### src/rtl/alu_stage_if.sv
// Stage-3 -> stage-4 bus of the rv32i ALU stage: decoded instruction and
// forwarded operands in, stage-4 register contents, stall and redirect out.
interface alu_stage_if;
    // Handshake: decode_en is valid and !alu_stall is ready. The instruction moves
    // into stage 4 on a clock edge where decode_en=1, alu_stall=0 and flush=0.
    // Otherwise decode holds every stage-3 input unchanged.
    logic        decode_en;
    logic [3:0]  alu_op;
    logic        op_b_imm;
    logic        op_a_pc;
    logic [31:0] imm;
    logic [31:0] pc;
    logic [31:0] fwd_rs1_rdata;
    logic [31:0] fwd_rs2_rdata;
    logic [4:0]  rd;
    logic        rd_w_en;
    logic        rd_late;
    logic        branch;
    logic        jump;
    logic        jalr;
    logic        alu_force_stall;
    logic        mem_stall;
    logic        flush;
    logic        alu_stall;
    logic        mem_en;
    logic [4:0]  alu_rd;
    logic        alu_rd_w_en;
    logic        alu_rd_valid;
    logic [31:0] alu_rd_data;
    logic [31:0] alu_rs2_data;
    logic        change_pc;
    logic [31:0] next_pc;

    modport master (
        output decode_en, alu_op, op_b_imm, op_a_pc, imm, pc, fwd_rs1_rdata, fwd_rs2_rdata,
               rd, rd_w_en, rd_late, branch, jump, jalr, alu_force_stall, mem_stall, flush,
        input  alu_stall, mem_en, alu_rd, alu_rd_w_en, alu_rd_valid, alu_rd_data,
               alu_rs2_data, change_pc, next_pc
    );

    modport slave (
        input  decode_en, alu_op, op_b_imm, op_a_pc, imm, pc, fwd_rs1_rdata, fwd_rs2_rdata,
               rd, rd_w_en, rd_late, branch, jump, jalr, alu_force_stall, mem_stall, flush,
        output alu_stall, mem_en, alu_rd, alu_rd_w_en, alu_rd_valid, alu_rd_data,
               alu_rs2_data, change_pc, next_pc
    );
endinterface

### src/rtl/alu_stage.sv
// rv32i stage 3 (ALU): compute, resolve branches/jumps, load the stage-4 register.
// Define ALU_SERIAL_SHIFT_EN to replace the barrel shifter with a 1-bit-per-cycle one.
module alu_stage (
    input  logic        clk,
    input  logic        rst,
    alu_stage_if.slave  bus,
    output logic        dbg_shift_state
);
    logic [31:0] op_a;
    logic [31:0] op_b;
    logic [4:0]  shamt;
    logic [31:0] shift_res;
    logic [31:0] alu_res;
    logic [31:0] rd_data;
    logic [31:0] target;
    logic        lt_s;
    logic        lt_u;
    logic        eq;
    logic        taken;
    logic        shift_busy;

    assign op_a  = bus.op_a_pc  ? bus.pc  : bus.fwd_rs1_rdata;
    assign op_b  = bus.op_b_imm ? bus.imm : bus.fwd_rs2_rdata;
    assign shamt = op_b[4:0];

`ifdef ALU_SERIAL_SHIFT_EN
    typedef enum logic {IDLE = 1'b0, SHIFT = 1'b1} shift_state_t;

    shift_state_t state_q, state_d;
    logic [4:0]   cnt_q, cnt_d;
    logic [31:0]  sreg_q, sreg_d, sreg_step;
    logic         done_q, done_d;
    logic         is_shift;
    logic         start;

    assign is_shift = (bus.alu_op == 4'd7) | (bus.alu_op == 4'd8) | (bus.alu_op == 4'd9);
    // done_q keeps a finished result when mem_stall delays the capture, so the
    // still-presented instruction is not shifted a second time.
    assign start = bus.decode_en & is_shift & (shamt != 5'd0) & !done_q &
                   !bus.mem_stall & !bus.alu_force_stall & !bus.flush;

    always_comb begin
        sreg_step = {1'b0, sreg_q[31:1]};
        case (bus.alu_op)
            4'd7:    sreg_step = {sreg_q[30:0], 1'b0};
            4'd9:    sreg_step = {sreg_q[31], sreg_q[31:1]};
            default: sreg_step = {1'b0, sreg_q[31:1]};
        endcase
    end

    always_comb begin
        state_d    = state_q;
        cnt_d      = cnt_q;
        sreg_d     = sreg_q;
        done_d     = done_q;
        shift_busy = 1'b0;
        shift_res  = op_a;
        case (state_q)
            IDLE: begin
                if (done_q) shift_res = sreg_q;
                if (start) begin
                    state_d    = SHIFT;
                    cnt_d      = shamt;
                    sreg_d     = op_a;
                    shift_busy = 1'b1;
                end
            end
            SHIFT: begin
                sreg_d    = sreg_step;
                cnt_d     = cnt_q - 5'd1;
                shift_res = sreg_step;
                if (cnt_q == 5'd1) begin
                    state_d = IDLE;
                    done_d  = 1'b1;
                end else begin
                    shift_busy = 1'b1;
                end
            end
            default: state_d = IDLE;
        endcase
        if (bus.flush) begin
            state_d = IDLE;
            done_d  = 1'b0;
        end else if (!bus.mem_stall && !bus.alu_force_stall && !shift_busy) begin
            done_d = 1'b0;
        end
    end

    always_ff @(posedge clk) begin
        if (rst) begin
            state_q <= IDLE;
            cnt_q   <= 5'd0;
            sreg_q  <= 32'd0;
            done_q  <= 1'b0;
        end else begin
            state_q <= state_d;
            cnt_q   <= cnt_d;
            sreg_q  <= sreg_d;
            done_q  <= done_d;
        end
    end

    assign dbg_shift_state = (state_q == SHIFT);
`else
    always_comb begin
        shift_res = op_a >> shamt;
        case (bus.alu_op)
            4'd7:    shift_res = op_a << shamt;
            4'd9:    shift_res = $unsigned($signed(op_a) >>> shamt);
            default: shift_res = op_a >> shamt;
        endcase
    end

    assign shift_busy      = 1'b0;
    assign dbg_shift_state = 1'b0;
`endif

    assign lt_s = $signed(op_a) < $signed(op_b);
    assign lt_u = op_a < op_b;
    assign eq   = op_a == op_b;

    always_comb begin
        alu_res = 32'd0;
        case (bus.alu_op)
            4'd0:  alu_res = op_a + op_b;
            4'd1:  alu_res = op_a - op_b;
            4'd2:  alu_res = {31'd0, lt_s};
            4'd3:  alu_res = {31'd0, lt_u};
            4'd4:  alu_res = op_a ^ op_b;
            4'd5:  alu_res = op_a | op_b;
            4'd6:  alu_res = op_a & op_b;
            4'd7,
            4'd8,
            4'd9:  alu_res = shift_res;
            4'd10: alu_res = {31'd0, eq};
            4'd11: alu_res = {31'd0, !eq};
            4'd12: alu_res = {31'd0, lt_s};
            4'd13: alu_res = {31'd0, !lt_s};
            4'd14: alu_res = {31'd0, lt_u};
            4'd15: alu_res = {31'd0, !lt_u};
            default: alu_res = 32'd0;
        endcase
    end

    assign taken   = bus.jump | (bus.branch & alu_res[0]);
    assign target  = (bus.jump & bus.jalr) ? ((bus.fwd_rs1_rdata + bus.imm) & ~32'd1)
                                           : (bus.pc + bus.imm);
    assign rd_data = bus.jump ? (bus.pc + 32'd4) : alu_res;

    assign bus.alu_stall = !bus.flush & (bus.mem_stall | bus.alu_force_stall | shift_busy);

    always_ff @(posedge clk) begin
        if (rst) begin
            bus.mem_en       <= 1'b0;
            bus.alu_rd       <= 5'd0;
            bus.alu_rd_w_en  <= 1'b0;
            bus.alu_rd_valid <= 1'b0;
            bus.alu_rd_data  <= 32'd0;
            bus.alu_rs2_data <= 32'd0;
            bus.change_pc    <= 1'b0;
            bus.next_pc      <= 32'd0;
        end else if (bus.flush) begin
            bus.mem_en    <= 1'b0;
            bus.change_pc <= 1'b0;
        end else if (bus.mem_stall) begin
            bus.change_pc <= 1'b0;
        end else if (bus.alu_force_stall || shift_busy) begin
            bus.mem_en    <= 1'b0;
            bus.change_pc <= 1'b0;
        end else begin
            // rd fields load even for a bubble; consumers qualify them with mem_en
            bus.mem_en       <= bus.decode_en;
            bus.alu_rd       <= bus.rd;
            bus.alu_rd_w_en  <= bus.rd_w_en;
            bus.alu_rd_valid <= !bus.rd_late;
            bus.alu_rd_data  <= rd_data;
            bus.alu_rs2_data <= bus.fwd_rs2_rdata;
            bus.change_pc    <= bus.decode_en & taken;
            bus.next_pc      <= target;
        end
    end
endmodule

### src/flat_wrapper.sv
// flat-port wrapper written by rule: the top's interface ports become plain ports
module alu_stage_flat 
  (clk, rst, dbg_shift_state, bus_decode_en, bus_alu_op, bus_op_b_imm, bus_op_a_pc, bus_imm, bus_pc, bus_fwd_rs1_rdata, bus_fwd_rs2_rdata, bus_rd, bus_rd_w_en, bus_rd_late, bus_branch, bus_jump, bus_jalr, bus_alu_force_stall, bus_mem_stall, bus_flush, bus_alu_stall, bus_mem_en, bus_alu_rd, bus_alu_rd_w_en, bus_alu_rd_valid, bus_alu_rd_data, bus_alu_rs2_data, bus_change_pc, bus_next_pc);
  alu_stage_if bus_i ();
  input  logic clk;
  input  logic rst;
  output logic dbg_shift_state;
  input wire logic [$bits(bus_i.decode_en)-1:0] bus_decode_en;
  input wire logic [$bits(bus_i.alu_op)-1:0] bus_alu_op;
  input wire logic [$bits(bus_i.op_b_imm)-1:0] bus_op_b_imm;
  input wire logic [$bits(bus_i.op_a_pc)-1:0] bus_op_a_pc;
  input wire logic [$bits(bus_i.imm)-1:0] bus_imm;
  input wire logic [$bits(bus_i.pc)-1:0] bus_pc;
  input wire logic [$bits(bus_i.fwd_rs1_rdata)-1:0] bus_fwd_rs1_rdata;
  input wire logic [$bits(bus_i.fwd_rs2_rdata)-1:0] bus_fwd_rs2_rdata;
  input wire logic [$bits(bus_i.rd)-1:0] bus_rd;
  input wire logic [$bits(bus_i.rd_w_en)-1:0] bus_rd_w_en;
  input wire logic [$bits(bus_i.rd_late)-1:0] bus_rd_late;
  input wire logic [$bits(bus_i.branch)-1:0] bus_branch;
  input wire logic [$bits(bus_i.jump)-1:0] bus_jump;
  input wire logic [$bits(bus_i.jalr)-1:0] bus_jalr;
  input wire logic [$bits(bus_i.alu_force_stall)-1:0] bus_alu_force_stall;
  input wire logic [$bits(bus_i.mem_stall)-1:0] bus_mem_stall;
  input wire logic [$bits(bus_i.flush)-1:0] bus_flush;
  output wire logic [$bits(bus_i.alu_stall)-1:0] bus_alu_stall;
  output wire logic [$bits(bus_i.mem_en)-1:0] bus_mem_en;
  output wire logic [$bits(bus_i.alu_rd)-1:0] bus_alu_rd;
  output wire logic [$bits(bus_i.alu_rd_w_en)-1:0] bus_alu_rd_w_en;
  output wire logic [$bits(bus_i.alu_rd_valid)-1:0] bus_alu_rd_valid;
  output wire logic [$bits(bus_i.alu_rd_data)-1:0] bus_alu_rd_data;
  output wire logic [$bits(bus_i.alu_rs2_data)-1:0] bus_alu_rs2_data;
  output wire logic [$bits(bus_i.change_pc)-1:0] bus_change_pc;
  output wire logic [$bits(bus_i.next_pc)-1:0] bus_next_pc;
  assign bus_i.decode_en = bus_decode_en;
  assign bus_i.alu_op = bus_alu_op;
  assign bus_i.op_b_imm = bus_op_b_imm;
  assign bus_i.op_a_pc = bus_op_a_pc;
  assign bus_i.imm = bus_imm;
  assign bus_i.pc = bus_pc;
  assign bus_i.fwd_rs1_rdata = bus_fwd_rs1_rdata;
  assign bus_i.fwd_rs2_rdata = bus_fwd_rs2_rdata;
  assign bus_i.rd = bus_rd;
  assign bus_i.rd_w_en = bus_rd_w_en;
  assign bus_i.rd_late = bus_rd_late;
  assign bus_i.branch = bus_branch;
  assign bus_i.jump = bus_jump;
  assign bus_i.jalr = bus_jalr;
  assign bus_i.alu_force_stall = bus_alu_force_stall;
  assign bus_i.mem_stall = bus_mem_stall;
  assign bus_i.flush = bus_flush;
  assign bus_alu_stall = bus_i.alu_stall;
  assign bus_mem_en = bus_i.mem_en;
  assign bus_alu_rd = bus_i.alu_rd;
  assign bus_alu_rd_w_en = bus_i.alu_rd_w_en;
  assign bus_alu_rd_valid = bus_i.alu_rd_valid;
  assign bus_alu_rd_data = bus_i.alu_rd_data;
  assign bus_alu_rs2_data = bus_i.alu_rs2_data;
  assign bus_change_pc = bus_i.change_pc;
  assign bus_next_pc = bus_i.next_pc;
  alu_stage u_core (.clk(clk), .rst(rst), .bus(bus_i), .dbg_shift_state(dbg_shift_state));
endmodule
### config.mk
export PLATFORM = sky130hd
export DESIGN_NAME = alu_stage_flat
export DESIGN_NICKNAME = d
export VERILOG_FILES = /design/src/rtl/alu_stage_if.sv /design/src/rtl/alu_stage.sv /design/src/flat_wrapper.sv
export SDC_FILE = /design/constraint.sdc
export NUM_CORES = 1
export LEC_CHECK = 0
export ABC_AREA = 0
export CORE_ASPECT_RATIO = 1.75
export CORE_UTILIZATION = 45
export DETAILED_ROUTE_END_ITERATION = 16
export GPL_TIMING_DRIVEN = 0
export PLACE_DENSITY = 0.74
export SLEW_MARGIN = 30
export SYNTH_ARGS = -nofsm -noshare
export SYNTH_HDL_FRONTEND = slang
export SYNTH_SLANG_ARGS = --single-unit
### constraint.sdc
create_clock -name clk -period 5.71 [get_ports clk]
set_input_delay 1.142 -clock clk [delete_from_list [all_inputs] [get_ports clk]]
set_output_delay 1.142 -clock clk [all_outputs]
set_load 0.005 [all_outputs]
==> impl_results.md, run 1 <==
* Status: did not finish
* Last stage reached: global routing
* First Err: [ERROR GRT-0116] Global routing finished with congestion. Check the congestion regions in the DRC Viewer.
* H-tree levels at 3
* Die span in y at 262.8 µm
* Io pins at 257
* Gr ovfl total at 7
* #FFs+latches synth at 105
* CTS Buf Count at 9
* Initial Util at 0.4557
* Syn Inst Count at around 2500
* PortBufs at 250
* Commonest register cell after synthesis: dfxtp_1
* Sequential-to-total area share from yosys stat at 0.1202
* EDFF count, synth at 0
* Area after DPL at 20650 µm²
* Async S/R FF share, synth at 0
* Top cells by count, synth: 277 x a21oi_1, 267 x nand2_1, 215 x nor2_1
* Die X at 151.0 µm
* Mapped Nets at 2796
* Root buffer cell: clkbuf_16
* Yosys cell types at 98
* Largest net degree at the start of global routing at 21
* Vias in the first global route at 24701
* Tot GR Track Use at 0.6178
* First-pass GRT wire length at 177.6 mm
* Most frequent cell after synthesis: a21oi_1
* Top post-synthesis cells by area: dfxtp_1 12%, ha_1 11%, mux2i_1 10%
* Area share of the largest cell type after synthesis at 0.1202
* Clk sinks at around 110
* Cell count after placement at 3220
* Post-detail-place hpwl at 86.29 mm
* Post-Synthesis Cell Area at 17490 µm²
* YS warnings at 0
* Site row count at 95
* RePlAce Congestion at around 1.2
* Post-synth top area cell: dfxtp_1
* Clock Tree Buf Depth at 2
* Synth Area per Inst at just over 7 µm²
==> metrics by stage <==
step | hold slack, ps | setup WS (ps) | utilization
detailed placement | 446.6 | -1940 | 0.5380
global placement | 442.9 | -1976 | 0.5366
floorplan | 448.3 | 343.3 | -
CTS | 458.3 | 0.3242 | 0.5485
==> cell families after synthesis <==
logic type | share of synthesized area
AOI/OAI and AO/OA | 0.3200
xor gates and xnor gates | 0.04956
adders and majority gates | 0.1183
buffers and inverters | 0.07402
DFF | 0.1202
muxes | 0.1202
other | 0.0002144
and+or+nand+nor | 0.1976
==> per-layer routing <==
| metal | overflow | global-route usage |
|---|---|---|
| met5 | 0 | 0.03077 |
| met4 | 2 | 0.6319 |
| met3 | 0 | 0.3826 |
| met2 | 5 | 0.8523 |
| met1 | 0 | 0.6038 |
==> what timing repair did <==
item / CTS
resized for setup: 30
hold buffers: 0
setup buffers: 5
pin swaps: 2
setup endpoints to repair: 28
==> run 2: changes to the inputs <==
--- a/config.mk
+++ b/config.mk
@@ -6,11 +6,10 @@
 export NUM_CORES = 1
 export LEC_CHECK = 0
 export ABC_AREA = 0
-export CORE_ASPECT_RATIO = 1.75
-export CORE_UTILIZATION = 45
+export CORE_UTILIZATION = 30
 export DETAILED_ROUTE_END_ITERATION = 16
 export GPL_TIMING_DRIVEN = 0
-export PLACE_DENSITY = 0.74
+export PLACE_DENSITY_LB_ADDON = 0.15
 export SLEW_MARGIN = 30
 export SYNTH_ARGS = -nofsm -noshare
 export SYNTH_HDL_FRONTEND = slang
==> impl_results.md, run 2 <==
* HP Class: reg -> reg
* Net Switching at between 1.5 and 2 mW
* Internal at 1.982 mW
* Fin Clk Skew at 0 ps
* Crit path launch: bus_fwd_rs2_rdata[4]
* Met1 wire length at approximately 46 mm
* PwrDens at 182.6 nW/µm²
* Layout cells sized above 1 at 0.06628
* H-tree levels at 3 (unchanged)
* Tot GR Track Use at 0.3793
* R2r startpoint: u_core.bus.alu_rd_data[28]
* Commonest non-fill, non-tap cell in the layout: a21oi_1
* Min Tclk post-route at 5722 ps
* EDFF count, synth at 0 (unchanged)
* PortBufs at 250 (unchanged)
* Initial DRC Count at 2153
* Static leakage at roughly 8.6 nW
* Critical path class: in -> reg
* Critical R2R Capture: u_core.bus.alu_rd_data[28]
* Top flop regs: u_core.bus.alu_rd_data: 32 flops, u_core.bus.alu_rs2_data: 32 flops, u_core.bus.next_pc: 32 flops
* Startpoint Class: input pin
* Site row count at 88 (was 95)
* Clock share of power at 0.172
* Synth Area per Inst at 7.046 µm² (unchanged)
* Vias in the first global route at 21457
* Initial antenna violation count at 1
* CTS tree: built
* Die X at 243.5 µm (was 151.0 µm)
* Internal reg-to-reg setup slack at ~4200 ps
* Arr. time, crit path at 6000 ps
* Status: complete, but fails checks (was did not finish)
* Via-per-instance ratio at 6.266
* Setup crit end kind: register
* Die span in y at 243.5 µm (was 262.8 µm)
* YS warnings at 0 (unchanged)
* Number of max-cap violations at 0
* Fin Hold WS at 457.3 ps
* CP max FO at 11
* Part of the cycle the worst path needs at 1.002
* Clock Tree Buf Depth at 2 (unchanged)
* Vias at roughly 22000
* Worst-Margin Slew at 1107 ps
* DIE AREA at 59280 µm²
* RePlAce Congestion at 1.062 (was 1.197)
* Final nets at 3069
* Reg2reg path depth at 5
* Final setup fails at 2
* Async S/R FF share, synth at 0 (unchanged)
* Worst vdd ir at 0.1315 mV
* Most frequent cell after synthesis: a21oi_1 (unchanged)
* # DRC at 0
* Antenna viol nets, final at 0
* Sequential-to-total area share from yosys stat at 0.1202 (unchanged)
* Drt wl/cell at 32.94 µm
* Max Slew Vio Count at 0
* Post-Synthesis Cell Area at 17490 µm² (unchanged)
* Post-synth top area cell: dfxtp_1 (unchanged)
* Drt first pass iters at 6
* CTS clk-pin slew, worst paths at approximately 80 ps
* Util after Layout at 0.3757
* #FFs+latches synth at 105 (unchanged)
* Relative slew slack at 0.2592
* Commonest register cell after synthesis: dfxtp_1 (unchanged)
* WL met2 at 53.48 mm
* Unrepaired setup endpoints after global routing: false
* Failing checks: setup timing
* Top cells by count, synth: 277 x a21oi_1, 267 x nand2_1, 215 x nor2_1 (unchanged)
* Io pins at 257 (unchanged)
* Top routing layer used: met4
* Worst Setup EP: u_core.bus.alu_rd_data[0]
* CP required at 5990 ps
* Yosys cell types at 98 (unchanged)
* Worst-Skew Late Latency at 380 ps
* Largest net degree at the start of global routing at 20
* Post-detail-place hpwl at 96.40 mm (was 86.29 mm)
* Area share of the largest cell type after synthesis at 0.1202 (unchanged)
* Gr ovfl total at 0
* CTS Buf Count at 9 (unchanged)
* Most frequent cells in the layout: 275 x a21oi_1, 267 x nand2_1, 243 x clkdlybuf4s50_1
* Hold Fails Final Rpt at 0
* Clk sinks at 105 (unchanged)
* DRT Wirelength at 116.2 mm
* Root buffer cell: clkbuf_16 (unchanged)
* Combinational share of power at 0.629
* Seq pwr share at 0.199
* Initial Util at 0.3032 (was 0.4557)
* Switching share of total power at 0.4994
* Std-Cell Core Area at ~58000 µm²
* Worst Slack Setup Final at -11.79 ps
* Syn Inst Count at 2483 (unchanged)
* Top post-synthesis cells by area: dfxtp_1 12%, ha_1 11%, mux2i_1 10% (unchanged)
* First-pass GRT wire length at between 150 and 200 mm
* Mapped Nets at 2796 (unchanged)
* WL met3 at 8.418 mm
* Fmax at 174.8 MHz
* Area Growth Syn to Fin at 23.89%
run 2: cell counts after synthesis:
Identical to the previous run, type by type.
run 2: worst min path at each step:
stage                                      from                     endpoint  cells after the start
floorplan                 u_core.bus.next_pc[0]        u_core.bus.next_pc[0]                      2
global placement    u_core.bus.alu_rs2_data[16]  u_core.bus.alu_rs2_data[16]                      2
detailed placement        u_core.bus.next_pc[1]        u_core.bus.next_pc[1]                      2
CTS                  u_core.bus.alu_rs2_data[3]   u_core.bus.alu_rs2_data[3]                      2
global route         u_core.bus.alu_rs2_data[3]   u_core.bus.alu_rs2_data[3]                      2
finish               u_core.bus.alu_rs2_data[0]   u_core.bus.alu_rs2_data[0]                      2
run 2: power groups by stage:
stage               Combinational, mW  Clock, mW  Sequential [mW]
floorplan                        1.38          0            0.799
global placement                 2.35          0            0.804
detailed placement               2.34          0            0.804
CTS                              2.39      0.696            0.788
global route                     2.60      0.720            0.792
finish                           2.49      0.679            0.789
run 2: through the flow:
step	cell area [µm²]	power, mW	cells	TNS, ps	setup slack [ps]
after floorplan	17490	2.183	2483	0	343.3
after global placement	20950	3.157	3498	-62640	-3000
after detailed placement	21050	3.149	3502	-52490	-2469
after CTS	21570	3.870	3524	-54.54	-54.54
after global routing	21670	4.113	3526	0	16.62
final	21670	3.959	3527	-13.91	-11.79
run 2: final cells by class:
type	instances	area [µm²]
Antenna cell	1	2.502
Fill cell	6292	36020
Multi-Input combinational cell	2091	14320
Clock buffer	11	242.7
Timing Repair Buffer	267	2651
Clock inverter	5	62.56
Buffer	161	887.1
Tap cell	765	957.2
Inverter	121	454.2
Sequential cell	105	2102
run 2: per-layer routing:
layer / up-vias / GRT usage
li1: 9709 / -
met1: 10842 / 0.4515
met2: 1223 / 0.6358
met3: 325 / 0.05618
met4: 0 / 0.2423
met5: - / 0
run 2: critical path, stage by stage:
cell             delay (ps)
clkdlybuf4s50_1         640
mux2i_4                 510
clkbuf_4                350
clkbuf_4                330
ha_1                    290
clkbuf_8                170
or3_4                   430
o2111ai_4               360
a221o_2                 220
a21o_1                  240
a21oi_2                 140
o211ai_1                330
mux2i_1                 230
nand4_1                 250
a32o_1                  330
run 2: cells by family (layout without fill, tap and decap cells):
kind of cell | count (synthesis) | count (layout) | share of synthesized area
mux | 203 | 203 | 0.1202
compound gates | 862 | 862 | 0.3200
other cells | 1 | 2 | 0.0002144
flops | 105 | 105 | 0.1202
xor+xnor | 99 | 99 | 0.04956
fa+ha+maj | 163 | 163 | 0.1183
buf+inv | 287 | 565 | 0.07402
simple gates | 763 | 763 | 0.1976
run 2: timing repair:
action	in CTS	in global routing
gates cloned	0	0
setup buffers	8	5
setup endpoints to repair	31	14
hold buffers	0	0
gates resized for setup	53	33
pin swaps	4	1
Note: power is estimated with default switching activity, not from simulation.
==> run 3: changes to the inputs <==
--- a/config.mk
+++ b/config.mk
@@ -9,7 +9,9 @@
 export CORE_UTILIZATION = 30
 export DETAILED_ROUTE_END_ITERATION = 16
 export GPL_TIMING_DRIVEN = 0
+export HOLD_SLACK_MARGIN = 0.02
 export PLACE_DENSITY_LB_ADDON = 0.15
+export SETUP_SLACK_MARGIN = 0.02
 export SLEW_MARGIN = 30
 export SYNTH_ARGS = -nofsm -noshare
 export SYNTH_HDL_FRONTEND = slang
==> impl_results.md, run 3 (synthesis gave the netlist of run 2 again) <==
* CP required at 6010 ps (was 5990 ps)
* Commonest non-fill, non-tap cell in the layout: a21oi_1 (unchanged)
* Worst-Margin Slew at 1125 ps (was 1107 ps)
* Fmax at 174.3 MHz (was 174.8 MHz)
* PortBufs at 250 (unchanged)
* Largest net degree at the start of global routing at 20 (unchanged)
* Arr. time, crit path at 6040 ps (was 6000 ps)
* Initial Util at 0.3032 (unchanged)
* CTS Buf Count at 9 (unchanged)
* PwrDens at 182.7 nW/µm² (was 182.6 nW/µm²)
* Net Switching at 1.980 mW (was 1.977 mW)
* Failing checks: setup timing (unchanged)
* Reg area at 2102 µm² (unchanged)
* Max Slew Vio Count at 0 (unchanged)
* Vias at 22054 (was 22099)
* Layout cells sized above 1 at 0.06558 (was 0.06628)
* Worst Slack Setup Final at -25.74 ps (was -11.79 ps)
* Status: complete, but fails checks (unchanged)
* Antenna viol nets, final at 0 (unchanged)
* Vias in the first global route at 21409 (was 21457)
* DIE AREA at 59280 µm² (unchanged)
* Startpoint Class: input pin (unchanged)
* DRT Wirelength at 116.4 mm (was 116.2 mm)
* CTS Hold Buffers Added at 0 (unchanged)
* Initial DRC Count at 2329 (was 2153)
* Hold Fails Final Rpt at 0 (unchanged)
* Fin Clk Skew at 0 ps (unchanged)
* Multi-input logic area at 14330 µm² (was 14320 µm²)
* Unrepaired setup endpoints after global routing: false (unchanged)
* Relative slew slack at 0.2442 (was 0.2592)
* Std-Cell Core Area at 57700 µm² (unchanged)
* Die span in y at 243.5 µm (unchanged)
* Worst vdd ir at 0.1328 mV (was 0.1315 mV)
* Worst-Skew Late Latency at 380 ps (about the same)
* Die X at 243.5 µm (unchanged)
* CP max FO at 10 (was 11)
* Root buffer cell: clkbuf_16 (unchanged)
* Via-per-instance ratio at 6.253 (was 6.266)
* Critical path class: in -> reg (unchanged)
* First-pass GRT wire length at 160.4 mm (was 160.6 mm)
* Setup crit end kind: register (unchanged)
* Drt wl/cell at 33.01 µm (was 32.94 µm)
* Internal at 1.982 mW (about the same)
* Static leakage at 8.614 nW (was 8.626 nW)
* RePlAce Congestion at 1.062 (unchanged)
* Gr ovfl total at 0 (unchanged)
* Clock share of power at 0.172 (about the same)
* HP Class: reg -> reg (unchanged)
* Switching share of total power at 0.4997 (was 0.4994)
* Combinational share of power at 0.629 (about the same)
* CTS tree: built (unchanged)
* Final nets at 3068 (was 3069)
* Seq pwr share at 0.199 (about the same)
* Power Total at 3.962 mW (was 3.959 mW)
* Post-detail-place hpwl at 96.40 mm (unchanged)
* Initial antenna violation count at 1 (unchanged)
* Io pins at 257 (unchanged)
* Drt first pass iters at 6 (unchanged)
* Fin Hold WS at 457.3 ps (about the same)
* Site row count at 88 (unchanged)
* Final setup fails at 1 (was 2)
* Clock Tree Buf Depth at 2 (unchanged)
* Top flop regs: u_core.bus.alu_rd_data: 32 flops, u_core.bus.alu_rs2_data: 32 flops, u_core.bus.next_pc: 32 flops (unchanged)
* Area Growth Syn to Fin at 23.95% (was 23.89%)
* Tot GR Track Use at 0.3788 (was 0.3793)
* # DRC at 0 (unchanged)
* Number of fillers in the final layout at 6291 (was 6292)
* Number of max-cap violations at 0 (unchanged)
* H-tree levels at 3 (unchanged)
* Min Tclk post-route at 5736 ps (was 5722 ps)
* Part of the cycle the worst path needs at 1.005 (was 1.002)
* CTS clk-pin slew, worst paths at 80 ps (about the same)
* Most frequent cells in the layout: 275 x a21oi_1, 267 x nand2_1, 244 x clkdlybuf4s50_1 (was 275 x a21oi_1, 267 x nand2_1, 243 x clkdlybuf4s50_1)
* Clk sinks at 105 (unchanged)
## run 3: cell types whose count changed in the layout (fill, tap and decap cells not counted), sizes merged
cell,before,now
clkbuf,110,109
diode,1,2
dlymetal6s2s,3,2
clkdlybuf4s50,244,245
## run 3: worst paths after layout
| kind | start | to | slack [ps] | depth (start not counted) |
|---|---|---|---|---|
| worst max register to register | u_core.bus.alu_rd_data[28] | u_core.bus.alu_rd_data[28] | 4170 | 5 |
| worst min-delay path | u_core.bus.alu_rs2_data[0] | u_core.bus.alu_rs2_data[0] | 460 | 2 |
| worst max-delay path | bus_alu_op[3] | u_core.bus.alu_rd_data[23] | -30 | 12 |
| worst min register to register | u_core.bus.alu_rs2_data[0] | u_core.bus.alu_rs2_data[0] | 460 | 2 |
## run 3: layout make-up
type,instances,share of cell area
Multi-Input combinational cell,2091,0.6608
Clock inverter,5,0.002885
Buffer,161,0.04103
Inverter,121,0.02095
Tap cell,765,0.04414
Antenna cell,2,0.0002308
Timing Repair Buffer,266,0.1218
Clock buffer,11,0.01119
Sequential cell,105,0.09694
## run 3: worst max-delay path: stages
cell and delay, ps:
clkdlybuf4s50_1 620, or3b_1 250, clkbuf_1 670, a21oi_1 300, a21oi_1 660, clkbuf_1 620, a21oi_1 260, o21ai_1 210
a311oi_1 70, nor4_1 860, a2111oi_0 160, a22oi_1 200
## run 3: power groups by stage
stage | combinational, mW | clock [mW] | sequential, mW
after floorplan | 1.38 | 0 | 0.799
after global placement | 2.35 | 0 | 0.804
after detailed placement | 2.34 | 0 | 0.804
after CTS | 2.38 | 0.696 | 0.788
after global routing | 2.60 | 0.720 | 0.792
final | 2.49 | 0.683 | 0.789
## run 3: through the flow
step / utilization / cells / worst slack [ps] / setup TNS (ps) / area (µm²)
floorplan: - / 2483 / 343.3 / 0 / 17490
global placement: 0.3632 / 3498 / -3000 / -62640 / 20950
detailed placement: 0.3648 / 3502 / -2469 / -52490 / 21050
CTS: 0.3737 / 3522 / 21.04 / 0 / 21560
global route: 0.3757 / 3525 / 9.423 / 0 / 21680
finish: 0.3758 / 3527 / -25.74 / -25.74 / 21680
## run 3: layer usage
metal / part of all wire / routed length, µm / vias up / global-route usage
met5: 0 / 0 / - / 0
li1: - / - / 9710 / -
met3: 0.070 / 8151 / 333 / 0.05651
met1: 0.40 / 46250 / 10836 / 0.4514
met4: 0.073 / 8456 / 0 / 0.2347
met2: 0.46 / 53570 / 1175 / 0.6373
## run 3: repair_timing
action	in CTS	in global routing
resized for setup	59	28
setup buffers	7	5
pin swaps	3	2
endpoints found under the setup margin	31	11
==> run 4: changes to the inputs <==
==> constraint.sdc (replaced) <==
create_clock -name clk -period 5.71 [get_ports clk]
set_input_delay 1.713 -clock clk [delete_from_list [all_inputs] [get_ports clk]]
set_output_delay 1.713 -clock clk [all_outputs]
set_load 0.01 [all_outputs]
==> impl_results.md, run 4 (synthesis gave the netlist of run 2 again) <==
* Status: complete, but fails checks (unchanged)
* Failing checks: setup timing (unchanged)
* Unrepaired setup endpoints after global routing: true (was false)
* Die span in y at 243.5 µm (unchanged)
* Commonest non-fill, non-tap cell in the layout: a21oi_1 (unchanged)
* Slowest-stage cell, CP: clkbuf_1 (was nor4_1)
* Fmax at 173.8 MHz (was 174.3 MHz)
* HP Class: reg -> reg (unchanged)
* Root buffer cell: clkbuf_16 (unchanged)
* Critical Path Most Common Cell: o21ai_0 (was a21oi_1)
* Via-per-instance ratio at 6.235 (was 6.253)
* Worst path cell trace: buf_6 -> buf_12 -> mux2i_4 -> buf_6 -> buf_4 -> clkbuf_1 -> clkbuf_1 -> o21ai_0 -> o21ai_0 -> a21oi_1 -> o21ai_0 -> a22oi_1 -> a211oi_1 (was clkdlybuf4s50_1 -> or3b_1 -> clkbuf_1 -> a21oi_1 -> a21oi_1 -> clkbuf_1 -> a21oi_1 -> o21ai_1 -> a311oi_1 -> nor4_1 -> a2111oi_0 -> a22oi_1)
* Final setup fails at 6 (was 1)
* Drt first pass iters at 5 (was 6)
* RePlAce Congestion at 1.087 (was 1.062)
* First-pass GRT wire length at 159.7 mm (was 160.4 mm)
* CTS tree: built (unchanged)
* Antenna viol nets, final at 0 (unchanged)
* Site row count at 88 (unchanged)
* Initial antenna violation count at 1 (unchanged)
* Die X at 243.5 µm (unchanged)
* Relative slew slack at 0.3055 (was 0.2442)
* Max Slew Vio Count at 0 (unchanged)
* Worst-Skew Late Latency at 380 ps (about the same)
* Part of the cycle the worst path needs at 1.007 (was 1.005)
* Fin Hold WS at 456.8 ps (was 457.3 ps)
* Clk sinks at 105 (unchanged)
* WP buf/inv at 6 (was 3)
* Initial DRC Count at 2240 (was 2329)
* Clock Tree Buf Depth at 2 (unchanged)
* Static leakage at 8.730 nW (was 8.614 nW)
* Gr ovfl total at 0 (unchanged)
* Worst-Margin Slew at 1042 ps (was 1125 ps)
* Post-detail-place hpwl at 94.95 mm (was 96.40 mm)
* DIE AREA at 59280 µm² (unchanged)
* CP required at 6010 ps (about the same)
* CTS Buf Count at 9 (unchanged)
* Power Total at 3.995 mW (was 3.962 mW)
* Initial Util at 0.3032 (unchanged)
* Layout cells sized above 1 at 0.09153 (was 0.06558)
* CTS clk-pin slew, worst paths at 80 ps (about the same)
* Top flop regs: u_core.bus.alu_rd_data: 32 flops, u_core.bus.alu_rs2_data: 32 flops, u_core.bus.next_pc: 32 flops (unchanged)
* Vias in the first global route at 21196 (was 21409)
* Io pins at 257 (unchanged)
* Critical path's top delay family: buffers and inverters (unchanged)
* Worst Slack Setup Final at -42.69 ps (was -25.74 ps)
* # DRC at 0 (unchanged)
* Hold Fails Final Rpt at 0 (unchanged)
* Most frequent cells in the layout: 274 x a21oi_1, 267 x nand2_1, 239 x clkdlybuf4s50_1 (was 275 x a21oi_1, 267 x nand2_1, 244 x clkdlybuf4s50_1)
* CTS Hold Buffers Added at 0 (unchanged)
* Drt wl/cell at 32.70 µm (was 33.01 µm)
* Fin Clk Skew at 0 ps (unchanged)
* Critical path class: in -> reg (unchanged)
* Setup crit end kind: register (unchanged)
* PortBufs at 250 (unchanged)
* Util after Layout at 0.3838 (was 0.3758)
* H-tree levels at 3 (unchanged)
* Worst vdd ir at 0.1478 mV (was 0.1328 mV)
* CP max FO at 10 (unchanged)
* Area Growth Syn to Fin at 26.58% (was 23.95%)
* Arr. time, crit path at 6050 ps (was 6040 ps)
* Largest net degree at the start of global routing at 21 (was 20)
* DRT Wirelength at 115.8 mm (was 116.4 mm)
* Slowest stage delay, CP at 710 ps (was 860 ps)
* Startpoint Class: input pin (unchanged)
* PwrDens at 180.4 nW/µm² (was 182.7 nW/µm²)
* Final nets at 3083 (was 3068)
* Min Tclk post-route at 5753 ps (was 5736 ps)
* Tot GR Track Use at 0.3762 (was 0.3788)
* Vias at 22077 (was 22054)
* Std-Cell Core Area at 57700 µm² (unchanged)
* Number of max-cap violations at 0 (unchanged)
==> run 4: per-layer routing <==
| metal | track usage | up-vias | part of all wire |
|---|---|---|---|
| li1 | - | 9737 | - |
| met3 | 0.06026 | 320 | 0.073 |
| met1 | 0.4505 | 10765 | 0.39 |
| met5 | 0 | - | 0.00011 |
| met4 | 0.2353 | 2 | 0.071 |
| met2 | 0.6259 | 1253 | 0.46 |
==> run 4: repair_timing <==
item                       in CTS  in global routing
setup endpoints to repair      33                 22
pin swaps                       8                  7
gates resized for setup       116                 58
buffers inserted               21                  3
==> run 4: final timing paths <==
path                              start                          to  slack (ps)  depth (start not counted)
max                        bus_op_b_imm  u_core.bus.alu_rd_data[12]         -40                         13
min          u_core.bus.alu_rs2_data[4]  u_core.bus.alu_rs2_data[4]         460                          2
max reg2reg  u_core.bus.alu_rd_data[28]  u_core.bus.alu_rd_data[28]        4040                          5
min reg2reg  u_core.bus.alu_rs2_data[4]  u_core.bus.alu_rs2_data[4]         460                          2
==> run 4: layout make-up <==
class | count | area [µm²]
Sequential cell | 105 | 2102
Multi-Input combinational cell | 2091 | 14610
Clock buffer | 10 | 239.0
Inverter | 121 | 457.9
Antenna cell | 1 | 2.502
Clock inverter | 6 | 48.80
Buffer | 163 | 980.9
Timing Repair Buffer | 279 | 2746
Fill cell | 6237 | 35550
Tap cell | 765 | 957.2
==> run 4: worst min-delay path: stages (launching register included) <==
cell and delay, ps:
dfxtp_1 310, nand2_1 50, a21oi_1 50
==> run 4: power breakdown <==
part | internal, mW | leakage [nW] | switching, mW
logic | 0.898 | 7.74 | 1.65
registers | 0.763 | 0.855 | 0.0263
clock network | 0.314 | 0.137 | 0.343
==> run 4: metrics by stage <==
step / std cells / area [µm²] / setup slack [ps] / TNS, ps
6_report: 3541 / 22140 / -42.69 / -142.0
5_1_grt: 3540 / 22140 / -87.87 / -132.1
4_1_cts: 3537 / 21900 / 16.93 / 0
2_1_floorplan: 2483 / 17500 / 28.65 / 0
3_5_place_dp: 3503 / 21070 / -2475 / -54580
3_3_place_gp: 3498 / 20960 / -3161 / -68980
